File: src/rtl/icb_arb2.sv
// Two-master to one-slave ICB arbiter with a single outstanding transaction.
// Master 0 is instruction fetch, master 1 is the load/store unit.
module icb_arb2 #(
    parameter int PC_WIDTH   = 32,
    parameter int DATA_WIDTH = 32
) (
    input  logic                    clk,
    input  logic                    rst_n,
    input  logic                    m0_req_valid,
    output logic                    m0_req_ready,
    input  logic [PC_WIDTH-1:0]     m0_req_addr,
    input  logic                    m0_req_read,
    input  logic [DATA_WIDTH-1:0]   m0_req_wdata,
    input  logic [DATA_WIDTH/8-1:0] m0_req_wmask,
    output logic                    m0_resp_valid,
    input  logic                    m0_resp_ready,
    output logic                    m0_resp_err,
    output logic [DATA_WIDTH-1:0]   m0_resp_rdata,
    input  logic                    m1_req_valid,
    output logic                    m1_req_ready,
    input  logic [PC_WIDTH-1:0]     m1_req_addr,
    input  logic                    m1_req_read,
    input  logic [DATA_WIDTH-1:0]   m1_req_wdata,
    input  logic [DATA_WIDTH/8-1:0] m1_req_wmask,
    output logic                    m1_resp_valid,
    input  logic                    m1_resp_ready,
    output logic                    m1_resp_err,
    output logic [DATA_WIDTH-1:0]   m1_resp_rdata,
    output logic                    s_req_valid,
    input  logic                    s_req_ready,
    output logic [PC_WIDTH-1:0]     s_req_addr,
    output logic                    s_req_read,
    output logic [DATA_WIDTH-1:0]   s_req_wdata,
    output logic [DATA_WIDTH/8-1:0] s_req_wmask,
    input  logic                    s_resp_valid,
    output logic                    s_resp_ready,
    input  logic                    s_resp_err,
    input  logic [DATA_WIDTH-1:0]   s_resp_rdata
);

    typedef enum logic {
        ST_IDLE = 1'b0,
        ST_WAIT = 1'b1
    } state_t;

    state_t r_state;
    state_t w_state_nxt;
    logic   r_rr;
    logic   r_owner;
    logic   r_hold;
    logic   r_hold_id;
    logic   w_any;
    logic   w_sel;
    logic   w_accept;
    logic   w_done;
    logic   w_owner_ready;

    // Grant selection; a stalled request keeps its grant until it is taken.
    always_comb begin
        w_any = m0_req_valid | m1_req_valid;
        w_sel = 1'b0;
        if (r_hold && (r_hold_id ? m1_req_valid : m0_req_valid)) begin
            w_sel = r_hold_id;
        end else if (m0_req_valid && m1_req_valid) begin
            w_sel = r_rr;
        end else if (m1_req_valid) begin
            w_sel = 1'b1;
        end else begin
            w_sel = 1'b0;
        end
    end

    // Handshake qualifiers and next-state decode.
    always_comb begin
        w_owner_ready = r_owner ? m1_resp_ready : m0_resp_ready;
        w_accept      = (r_state == ST_IDLE) && w_any && s_req_ready;
        w_done        = (r_state == ST_WAIT) && s_resp_valid && w_owner_ready;
        w_state_nxt   = r_state;
        case (r_state)
            ST_IDLE: begin
                if (w_accept) begin
                    w_state_nxt = ST_WAIT;
                end else begin
                    w_state_nxt = ST_IDLE;
                end
            end
            ST_WAIT: begin
                if (w_done) begin
                    w_state_nxt = ST_IDLE;
                end else begin
                    w_state_nxt = ST_WAIT;
                end
            end
            default: w_state_nxt = ST_IDLE;
        endcase
    end

    // Request and response routing; everything idles at zero.
    always_comb begin
        m0_req_ready  = 1'b0;
        m1_req_ready  = 1'b0;
        m0_resp_valid = 1'b0;
        m0_resp_err   = 1'b0;
        m0_resp_rdata = '0;
        m1_resp_valid = 1'b0;
        m1_resp_err   = 1'b0;
        m1_resp_rdata = '0;
        s_req_valid   = 1'b0;
        s_req_addr    = '0;
        s_req_read    = 1'b0;
        s_req_wdata   = '0;
        s_req_wmask   = '0;
        s_resp_ready  = 1'b0;
        case (r_state)
            ST_IDLE: begin
                if (w_any && w_sel) begin
                    s_req_valid  = 1'b1;
                    s_req_addr   = m1_req_addr;
                    s_req_read   = m1_req_read;
                    s_req_wdata  = m1_req_wdata;
                    s_req_wmask  = m1_req_wmask;
                    m1_req_ready = s_req_ready;
                end else if (w_any) begin
                    s_req_valid  = 1'b1;
                    s_req_addr   = m0_req_addr;
                    s_req_read   = m0_req_read;
                    s_req_wdata  = m0_req_wdata;
                    s_req_wmask  = m0_req_wmask;
                    m0_req_ready = s_req_ready;
                end else begin
                    s_req_valid  = 1'b0;
                end
            end
            ST_WAIT: begin
                s_resp_ready = w_owner_ready;
                if (r_owner) begin
                    m1_resp_valid = s_resp_valid;
                    m1_resp_err   = s_resp_err;
                    m1_resp_rdata = s_resp_rdata;
                end else begin
                    m0_resp_valid = s_resp_valid;
                    m0_resp_err   = s_resp_err;
                    m0_resp_rdata = s_resp_rdata;
                end
            end
            default: s_resp_ready = 1'b0;
        endcase
    end

    // State, round-robin pointer, owner and stall-hold registers.
    always_ff @(posedge clk) begin
        if (!rst_n) begin
            r_state   <= ST_IDLE;
            r_rr      <= 1'b0;
            r_owner   <= 1'b0;
            r_hold    <= 1'b0;
            r_hold_id <= 1'b0;
        end else begin
            r_state   <= w_state_nxt;
            r_hold    <= (r_state == ST_IDLE) && w_any && !s_req_ready;
            r_hold_id <= w_sel;
            if (w_accept) begin
                r_owner <= w_sel;
                r_rr    <= ~w_sel;
            end else begin
                r_owner <= r_owner;
                r_rr    <= r_rr;
            end
        end
    end

endmodule

File: config.mk
export PLATFORM = sky130hd
export DESIGN_NAME = icb_arb2
export DESIGN_NICKNAME = d
export VERILOG_FILES = /design/src/rtl/icb_arb2.sv
export SDC_FILE = /design/constraint.sdc
export NUM_CORES = 1
export LEC_CHECK = 0
export CAP_MARGIN = 10
export CORE_AREA = 2 2 125 127
export DETAILED_ROUTE_END_ITERATION = 6
export DIE_AREA = 0 0 127 129
export SYNTH_ARGS = -nofsm -noshare
export SYNTH_HDL_FRONTEND = slang
export SYNTH_SLANG_ARGS = --single-unit
File: constraint.sdc
create_clock -name clk -period 2.98 [get_ports clk]
set_input_delay 0.447 -clock clk [delete_from_list [all_inputs] [get_ports clk]]
set_output_delay 0.447 -clock clk [all_outputs]
set_load 0.02 [all_outputs]
## Word level (Yosys, flattened, before mapping)

Index checks and enable logic that the tools add are counted.

- Multiplexer cells: 41
- Reductions and logical operators: 9
- Bitwise logic cells: 3

Operators by type and width:

| operator | number |
|---|---|
| 32-bit two-way mux | 10 |
| 1-bit two-way mux | 27 |
| 4-bit two-way mux | 3 |
| 1-bit logical AND | 8 |
| 1-bit inverter | 2 |
| 1-bit case mux with 2 select lines | 1 |
| 1-bit zero test | 1 |
| 1-bit bitwise OR | 1 |

- Output and inout port bits: 141
- Bits of input ports: 179
- Logic and storage cells: 58
- Flip-flop bits (word level): 5

## Depth between registers and ports, before layout

Gate-level depths: netlist of run 1.

- Depth after elaboration: 6
- Gate-level depth with buffers: 6

## Worst setup path before layout of run 1

Ideal clock, no wire load.

- Path kind: input to output
- From: in m0_req_valid
- To: out s_req_addr[21]
- Arrival: 1.451 ns
- Setup slack: 1.082 ns
- Stages on the path: 6
- Required time: 2.533 ns
- Path through: buf_2 -> buf_2 -> clkbuf_1 -> nand2_1 -> a21oi_1 -> o21ba_1

- Word-level cells in the longest chain between the ends: 6
- Elaborated cells between the ends (all ways): 10
- Those cells by class: mux (6); bitwise (1); reduce/logical (3)

Ends and longest elaborated chain:

| element | line | RTL |
|---|---|---|
| start, declared | 9 | `input logic m0_req_valid,` |
| 1-bit logical AND or 1-bit two-way mux (tied branches) | 64, 62 |  |
| 1-bit two-way mux or 1-bit logical AND (tied branches) | 64, 62 |  |
| 1-bit two-way mux | 62 | `if (r_hold && (r_hold_id ? m1_req_valid : m0_req_valid)) begin` |
| 1-bit logical AND | 116 | `if (w_any && w_sel) begin` |
| 32-bit two-way mux * | 116 |  |
| 32-bit two-way mux * | 114 | `case (r_state)` |
| end, declared | 31 | `output logic [PC_WIDTH-1:0] s_req_addr,` |

Mark *: on every way between the ends. The rest lies on a longest branch, timed or not.

## Worst setup path after layout of run 1

- From: reg r_hold
- To: out s_req_wdata[3]

- Word-level cells in the longest chain between the ends: 5

Ends and longest elaborated chain:

| element | line | RTL |
|---|---|---|
| start, declared | 50 | `logic r_hold;` |
| start signal, assigned | 160 | `r_hold <= (r_state == ST_IDLE) && w_any && !s_req_ready;` |
| 1-bit logical AND | 62 |  |
| 1-bit two-way mux | 62 |  |
| 1-bit logical AND | 116 |  |
| 32-bit two-way mux | 116 |  |
| 32-bit two-way mux | 114 |  |
| end, declared | 33 | `output logic [DATA_WIDTH-1:0] s_req_wdata,` |

Every way passes these cells.

==> impl_metrics.json, run 1 <==
{
  "maxSlewViolCount": 0,
  "synth_fp_nets": 684,
  "setup_violations": 0,
  "post-route-min-period_ns": 2.668,
  "seqCellArea_sq_um": 101.3,
  "drc": 0,
  "synth_flop_cell": "dfxtp_1",
  "busiest_layer": "met2",
  "status": "finished, final reports clean",
  "use_met2": 0.3001,
  "nets": 958,
  "critical_path_class": "reg2out",
  "grt_use_total": 0.1695,
  "hold_viol": 0,
  "clk_latency_ns": 0.23,
  "synth_cell_types": 24,
  "cp-end-kind": "output port",
  "fill_cells": 1579,
  "num_rows": 45,
  "ctsHoldBuffers": 0,
  "drive_above_1_share": 0.09512,
  "ant_nets": 0,
  "max_stage_delay_ns": 0.60,
  "clk_pin_slew_worst_paths_ns": 0.03,
  "routed_wl_um": 15400,
  "cts_made_buffers": 3,
  "clockBufferDepth": 2,
  "fin_skew_ns": 0.0004167,
  "ios": 320,
  "cts.sinks": 5,
  "vias": 4446,
  "dieArea_sq_um": 16380,
  "yosysTopAreaCell": "a21oi_1",
  "p_leak_nw": 2.595,
  "crit_required_ns": 2.53,
  "h-tree-depth": 1,
  "syn_avg_cell_area_sq_um": 5.647,
  "syn2layout_area_growth_pct": 120.4,
  "multi_input_area_sq_um": 2476,
  "rsz0062_at_grt": "false",
  "grt_max_degree": 84,
  "die_h_um": 129,
  "hp-class": "reg2reg",
  "yosys_register_bits": 5,
  "async_flop_share": 0,
  "syn_inst": 505,
  "worst_setup_path_start_kind": "flop",
  "globalRouteOverflowTotal": 0,
  "grt_pass1_vias": 4132,
  "cts_setup_buffers": 0,
  "syn_area_sq_um": 2851,
  "path_max_fanout": 24,
  "drt_iter0_markers": 216,
  "finalCritPeriodShare": 0.8953,
  "yosys_warnings": 0,
  "place_congestion": 0.7705,
  "final_util": 0.4195,
  "hpwl_um": 11160,
  "detail_route.wl_per_cell_um": 15.94,
  "viasPerCell": 4.602,
  "path_cells": "mux2_4 -> buf_4 -> a21oi_1 -> o21ba_2 -> clkdlybuf4s50_1",
  "grt_use_met3": 0.05904,
  "arrival_ns": 2.22,
  "ir_drop_mv": 0.1360,
  "cts-root-buf": "clkbuf_16",
  "cts-resized-gates": 0,
  "start_util": 0.1904,
  "slew_headroom": 0.5999,
  "portBuffers": 319,
  "cts_tree": "done",
  "core_area_sq_um": 14980,
  "antenna_found_initial": 0,
  "synthTopCellsByArea": "a21oi_1 (25%), nand2_1 (18%), o21ba_2 (18%)",
  "ys_top_cells_by_count": "a21oi_1 (141), nand2_1 (140), o21ba_2 (52)",
  "grt_use_met1": 0.2067,
  "synth_edf_count": 0,
  "timing.fmax_mhz": 374.8,
  "grt_pass1_wl_um": 22760,
  "cap_violations": 0,
  "fin_tns_setup_ns": 0,
  "synth_most_common_cell": "a21oi_1",
  "die-width_um": 127,
  "first_pass_iters": 4,
  "diodes": 0,
  "crit_slowest_cell": "clkdlybuf4s50_1",
  "p_per_area_nw_per_um2": 229.1,
  "tightestPinTransition_ns": 0.6001,
  "yosys.area.top_type_share": 0.2475,
  "seq_area_frac_synth": 0.03510
}
==> worst max-delay path: cells and delay by family, from the launching register on <==
kind            cells  cell delay (ns)
compound gates      2             0.37
buf+inv             2             0.83
flops               1             0.40
mux                 1             0.36
==> area by class of cell <==
type	instances	share of cell area
tap	188	0.03744
timing repair buffer	333	0.5380
clock buffer	4	0.01254
inverter	3	0.001792
multi-input combinational	433	0.3941
sequential	5	0.01613
==> sequential cells by signal, summed over array words and instances (netlist names) <==
signal,cells
r_hold,1
r_hold_id,1
r_owner,1
r_rr,1
r_state,1
==> path summary, 6_finish.rpt <==
| check | from | endpoint | cells after the start | slack, ns |
|---|---|---|---|---|
| worst min register to register | r_rr$_SDFFE_PN0P_ | r_rr$_SDFFE_PN0P_ | 2 | 0.56 |
| worst max-delay path | r_hold$_SDFF_PN0_ | s_req_wdata[3] | 5 | 0.31 |
| worst min-delay path | r_rr$_SDFFE_PN0P_ | r_rr$_SDFFE_PN0P_ | 2 | 0.56 |
| worst max register to register | r_hold$_SDFF_PN0_ | r_rr$_SDFFE_PN0P_ | 4 | 1.58 |
==> metrics by stage <==
step / cell area [sq um] / hold slack [ns] / instances / setup WS, ns / power, mW
global placement: 6205 / 0.5549 / 962 / 0.3733 / 1.225
finish: 6284 / 0.5645 / 966 / 0.3119 / 1.440
detailed placement: 6205 / 0.5613 / 962 / 0.3790 / 1.220
global route: 6284 / 0.6157 / 966 / 0.2412 / 1.527
floorplan: 2851 / 0.5137 / 505 / 1.082 / 0.6331
CTS: 6284 / 0.5710 / 966 / 0.2957 / 1.450
==> cell families (layout without fill, tap and decap cells) <==
| logic type | Yosys count | count (layout) | synth area share |
|---|---|---|---|
| mux | 3 | 3 | 0.01360 |
| buf+inv | 67 | 340 | 0.09960 |
| flops | 5 | 5 | 0.03510 |
| compound gates | 215 | 215 | 0.5042 |
| simple gates | 215 | 215 | 0.3475 |
==> cells in the final DEF (no fill, tap or decap), types with 2 or more instances in the layout <==
cell             netlist  final
clkdlybuf4s50_1        0    317
nor2_1                 3      3
and2_1                34     34
o21ba_1               18     18
o21ba_2               52     52
a21oi_1              141    141
inv_1                  3      3
dfxtp_1                5      4
clkbuf_16              0      3
nor2b_1                2      2
buf_4                  1      9
nand2_1              140    140
buf_12                 0      7
and3_1                34     34
==> power by group <==
part           internal (mW)  total [mW]  switching [mW]  leakage (nW)
combinational          0.617        1.14           0.523          2.52
clock                  0.177       0.223          0.0458        0.0382
sequential            0.0724      0.0769         0.00451        0.0416
total                  0.867        1.44           0.573          2.60
==> routing by layer <==
metal,part of all wire,wire (um),up-vias
met5,0,0,-
met4,0.0047,72,0
met3,0.099,1526,9
met2,0.49,7511,204
met1,0.41,6285,1968
li1,-,-,2265
Power figures use the tool's default switching activity.
==> run 2: changes to the inputs <==
Settings changed: CORE_AREA 2 2 125 127 to 2 2 124 126, DIE_AREA 0 0 127 129 to 0 0 126 128, DONT_BUFFER_PORTS from default to 1, SETUP_SLACK_MARGIN from default to 0.4.
==> run 2 against run 1 <==
Final area is 53% lower. Worst hold slack worse by 0.27 ns. Sequential share of layout area is 1.8 points higher. Sequential power is 17% higher. Utilization is 22 points lower. Sequential cell count stayed put. Combinational power is 51% lower. Global-route usage is 5.2 points lower. Critical endpoint is now m0_resp_rdata[22]. Largest cell class is now multi-input gates. Largest power group unchanged.
==> impl_metrics.json, run 2 (synthesis results as in run 1) <==
{
  "worst-path-stages": 4,
  "status": "finished, final reports clean",
  "cp-end-kind": "output port",
  "internal_power_uw": 441.5,
  "startpoint": "r_state$_SDFF_PN0_",
  "dp_cells": 636,
  "stdcell_area_sq_um": 2968,
  "globalRouteOverflowTotal": 0,
  "cts_tree": "done",
  "combPwrFrac": 0.642,
  "routed_wl_um": 11090,
  "diodes": 0,
  "cp_common_cell": "buf_4",
  "path_cells": "nor2b_1 -> buf_4 -> and2_1 -> buf_4",
  "critPathTopFamily": "flip-flops",
  "p_sw_uw": 425.4,
  "cts-resized-gates": 0,
  "p_sw_frac": 0.4907,
  "cp.buffers_inverters": 2,
  "crit_slowest_cell": "dfxtp_2",
  "arrival_ns": 1.91,
  "hold_viol": 0,
  "worst_setup_path_start_kind": "flop",
  "first_pass_iters": 4,
  "reg2reg_to": "r_owner$_SDFFE_PN0P_",
  "drc": 0,
  "ant_nets": 0,
  "antenna_found_initial": 0,
  "place_congestion": 0.7292,
  "finalCritPeriodShare": 0.7897,
  "p_per_area_nw_per_um2": 292.1,
  "slew_headroom": 0.4367,
  "drive_above_1_share": 0.1438,
  "fin_tns_setup_ns": 0,
  "tightestPinTransition_ns": 0.8450,
  "maxSlewViolCount": 0,
  "cts_setup_buffers": 0,
  "clockBufferDepth": 2,
  "place_ws_ns": 0.8937,
  "cap_violations": 0,
  "die_h_um": 128,
  "crit_required_ns": 2.53,
  "num_rows": 45,
  "cts.sinks": 5,
  "syn2layout_area_growth_pct": 4.081,
  "cts_made_buffers": 3,
  "dieArea_sq_um": 16130,
  "grt_max_degree": 143,
  "viasPerCell": 5.203,
  "portBuffers": 0,
  "clk_latency_ns": 0.23,
  "hp-class": "in2reg",
  "fin_skew_ns": 0.001535,
  "core_area_sq_um": 14860,
  "clk_pin_slew_worst_paths_ns": 0.03,
  "ctsHoldBuffers": 0,
  "nets": 632,
  "setup_slack_ns": 0.6267,
  "detail_route.wl_per_cell_um": 17.33,
  "rsz0062_at_grt": "false",
  "ff2ff_path_depth": 3,
  "pwr-share-seq": 0.104,
  "start_util": 0.1918,
  "drt_iter0_markers": 201,
  "cts-root-buf": "clkbuf_16",
  "ir_drop_mv": 0.2598,
  "grt_pass1_wl_um": 15540,
  "ios": 320,
  "hpwl_um": 8157,
  "h-tree-depth": 1,
  "final_common_cell": "a21oi_1",
  "grt_use_total": 0.1171,
  "hold-worst-slack_ns": 0.2940,
  "layoutNonFillerInstCount": 640,
  "r2r_slack_ns": 1.21,
  "post-route-min-period_ns": 2.353,
  "mostFrequentLayoutCells": "a21oi_1 (141), nand2_1 (140), o21ba_2 (52), and2_1 (34), and3_1 (34)",
  "die-width_um": 126,
  "vias": 3330,
  "placed_area_sq_um": 2889,
  "critical_path_class": "reg2out",
  "cp-endpoint": "m0_resp_rdata[22]",
  "max_stage_delay_ns": 0.87,
  "p_leak_nw": 1.336,
  "clkPwrFrac": 0.254,
  "path_max_fanout": 62,
  "grt_pass1_vias": 2739,
  "timing.fmax_mhz": 424.9,
  "rr_startpoint": "r_state$_SDFF_PN0_",
  "setup_violations": 0
}
-- run 2: power groups by stage --
stage	combinational (mW)	clock [mW]	sequential (mW)
finish	0.557	0.220	0.0903
global route	0.599	0.227	0.0927
CTS	0.560	0.223	0.0899
detailed placement	0.559	0	0.0908
global placement	0.555	0	0.0901
floorplan	0.556	0	0.0768
-- run 2: area by class of cell --
type / instances / area [sq um]
Fill cell: 1773 / 11900
Multi-Input combinational cell: 433 / 2476
Tap cell: 188 / 235.2
Sequential cell: 5 / 101.3
Clock buffer: 4 / 78.83
Timing Repair Buffer: 7 / 65.06
Inverter: 3 / 11.26
-- run 2: metal layers --
metal | global-route usage | part of all wire
met5 | 0 | 0
met4 | 0.02262 | 0.010
met3 | 0.01878 | 0.083
met2 | 0.2078 | 0.49
met1 | 0.1505 | 0.41
-- run 2: how the worst min path moves through the flow --
stage | slack, ns | depth (start not counted) | end | startpoint
floorplan | 0.51 | 2 | r_rr$_SDFFE_PN0P_ | r_rr$_SDFFE_PN0P_
detailed placement | 0.53 | 1 | r_hold$_SDFF_PN0_ | s_req_ready
CTS | 0.29 | 1 | r_hold$_SDFF_PN0_ | s_req_ready
global placement | 0.53 | 1 | r_hold$_SDFF_PN0_ | s_req_ready
finish | 0.29 | 1 | r_hold$_SDFF_PN0_ | s_req_ready
global route | 0.30 | 1 | r_hold$_SDFF_PN0_ | s_req_ready
-- run 2: stage by stage --
stage | total power, mW | utilization
6_report | 0.8669 | 0.1997
5_1_grt | 0.9191 | 0.1997
4_1_cts | 0.8731 | 0.1997
3_5_place_dp | 0.6501 | 0.1944
3_3_place_gp | 0.6451 | 0.1944
2_1_floorplan | 0.6331 | -
-- run 2: worst register-to-register path, delay by kind of cell (launching register included) --
| family | cells | cell delay (ns) |
|---|---|---|
| simple gates | 1 | 0.10 |
| flops | 1 | 0.87 |
| buf+inv | 1 | 0.48 |
| compound gates | 1 | 0.21 |
==> run 3: changes to the inputs <==
Clock period 2.98 ns to 2.26 ns, I/O delays scaled along.
==> run 3 against run 2 <==
Global-route usage rose by 1.7 points. Count of clock-buffer cells in the layout unchanged. Final cell count grew 3.6%. Sequential share of layout area down 0.90 points. Sequential power grew 14%. Critical endpoint is now s_req_read.
==> impl_metrics.json, run 3 (synthesis results as in run 1) <==
{
  "clk_pin_slew_worst_paths_ns": 0.03,
  "holdPathStages": 1,
  "hold_viol": 0,
  "clockBufferDepth": 2,
  "mostFrequentLayoutCells": "nand2_1 (140), a21oi_1 (66), o21ba_4 (66), a21oi_2 (62)",
  "dp_cells": 643,
  "antenna_found_initial": 1,
  "cts.sinks": 5,
  "cts_made_buffers": 3,
  "layoutNonFillerInstCount": 663,
  "hp-class": "in2reg",
  "status": "finished, final reports clean",
  "portBuffers": 0,
  "post-route-min-period_ns": 1.958,
  "p_leak_nw": 1.615,
  "grt_max_degree": 143,
  "fin_total_pwr_mw": 1.581,
  "tightestPinTransition_ns": 0.5595,
  "r2r_slack_ns": 0.88,
  "ctsHoldBuffers": 0,
  "drt_iter0_markers": 148,
  "rsz0062_at_grt": "true",
  "syn2layout_area_growth_pct": 46.56,
  "place_ws_ns": 0.4405,
  "crit_slowest_cell": "mux2_4",
  "finalCritPeriodShare": 0.8666,
  "place_congestion": 0.7387,
  "stdcell_area_sq_um": 4179,
  "die-width_um": 126,
  "drc": 0,
  "core_area_sq_um": 14860,
  "first_pass_iters": 4,
  "p_per_area_nw_per_um2": 378.4,
  "hold-worst-slack_ns": 0.1763,
  "h-tree-depth": 1,
  "setup_slack_ns": 0.3015,
  "viasPerCell": 5.424,
  "slew_headroom": 0.6270,
  "ant_nets": 0,
  "globalRouteOverflowTotal": 0,
  "ff2ff_path_depth": 5,
  "path_max_fanout": 9,
  "drive_above_1_share": 0.3840,
  "ios": 320,
  "num_rows": 45,
  "placed_area_sq_um": 2954,
  "fin_tns_setup_ns": 0,
  "holdPathEnd": "r_hold$_SDFF_PN0_",
  "die_h_um": 128,
  "cp.buffers_inverters": 1,
  "fin_skew_ns": 0.0003244,
  "path_cells": "mux2_4 -> buf_4 -> a21oi_1 -> o21ba_4",
  "maxSlewViolCount": 0,
  "routed_wl_um": 13370,
  "cap_violations": 0,
  "crit_required_ns": 1.92,
  "final_common_cell": "nand2_1",
  "hpwl_um": 8187,
  "grt_use_total": 0.1343,
  "vias": 3596,
  "nets": 654,
  "start_util": 0.1918,
  "timing.fmax_mhz": 510.6,
  "critPathTopFamily": "compound AO/OA/AOI/OAI gates",
  "arrival_ns": 1.62,
  "cts_tree": "done",
  "setup_violations": 0,
  "worst_setup_path_start_kind": "flop",
  "ir_drop_mv": 0.3315,
  "grt_pass1_wl_um": 17370,
  "cts-root-buf": "clkbuf_16",
  "reg2reg_to": "r_rr$_SDFFE_PN0P_",
  "grt_pass1_vias": 3053,
  "dieArea_sq_um": 16130,
  "clk_latency_ns": 0.23,
  "cp-end-kind": "output port",
  "max_stage_delay_ns": 0.39,
  "final_util": 0.2811,
  "critical_path_class": "reg2out",
  "holdCritStartpoint": "s_req_ready",
  "detail_route.wl_per_cell_um": 20.17,
  "rr_startpoint": "r_hold$_SDFF_PN0_"
}
## run 3: cell types whose count changed in the layout (fill, tap and decap cells not counted), moves of 4 or more
| cell | before | now |
|---|---|---|
| buf_16 | 0 | 7 |
| buf_4 | 6 | 12 |
| o21ba_2 | 52 | 4 |
| o21ba_4 | 0 | 66 |
| buf_12 | 1 | 5 |
| a21oi_1 | 141 | 66 |
| o21ba_1 | 18 | 0 |
| a21oi_2 | 0 | 62 |
| a21oi_4 | 0 | 13 |
## run 3: final cells by class
class                           instances  area (sq um)
Tap cell                              188         235.2
Clock buffer                            4         78.83
Timing Repair Buffer                   29         470.5
Sequential cell                         5         105.1
Fill cell                            1609         10690
Multi-Input combinational cell        433          3276
Inverter                                3         11.26
Antenna cell                            1         2.502
## run 3: per-layer routing
layer | vias up | share of wire | GRT usage | wire (um)
met3 | 15 | 0.059 | 0.01544 | 789
met1 | 1738 | 0.40 | 0.1696 | 5345
met2 | 188 | 0.53 | 0.2454 | 7056
met4 | 0 | 0.014 | 0.02844 | 181
met5 | - | 0 | 0 | 0
li1 | 1655 | - | - | -
## run 3: worst max path at each step
stage          depth (start not counted)               to  slack (ns)              start
2_1_floorplan                          5   s_req_addr[21]        0.57  r_hold$_SDFF_PN0_
3_3_place_gp                           4   s_req_wdata[0]        0.47  r_hold$_SDFF_PN0_
3_5_place_dp                           4   s_req_wmask[1]        0.44  r_hold$_SDFF_PN0_
4_1_cts                                6  s_req_wdata[31]        0.36  r_hold$_SDFF_PN0_
5_1_grt                                6       s_req_read        0.28  r_hold$_SDFF_PN0_
6_report                               4       s_req_read        0.30  r_hold$_SDFF_PN0_
## run 3: worst register-to-register path: stages (launching register included)
cell,delay [ns]
dfxtp_4,0.36
mux2i_4,0.27
buf_12,0.17
buf_6,0.16
a21oi_1,0.10
a311oi_1,0.24
## run 3: repair_timing
| item | in CTS | in global routing |
|---|---|---|
| endpoints found under the setup margin | 69 | 71 |
| buffers inserted | 7 | 0 |
| cloned | 6 | 2 |
| pin swaps | 19 | 30 |
| resized for setup | 115 | 75 |
## run 3: power breakdown
part,internal [mW],switching [mW],leakage [nW]
clock,0.234,0.0621,0.0382
combinational,0.536,0.646,1.53
sequential,0.0951,0.00748,0.0422
total,0.866,0.716,1.62
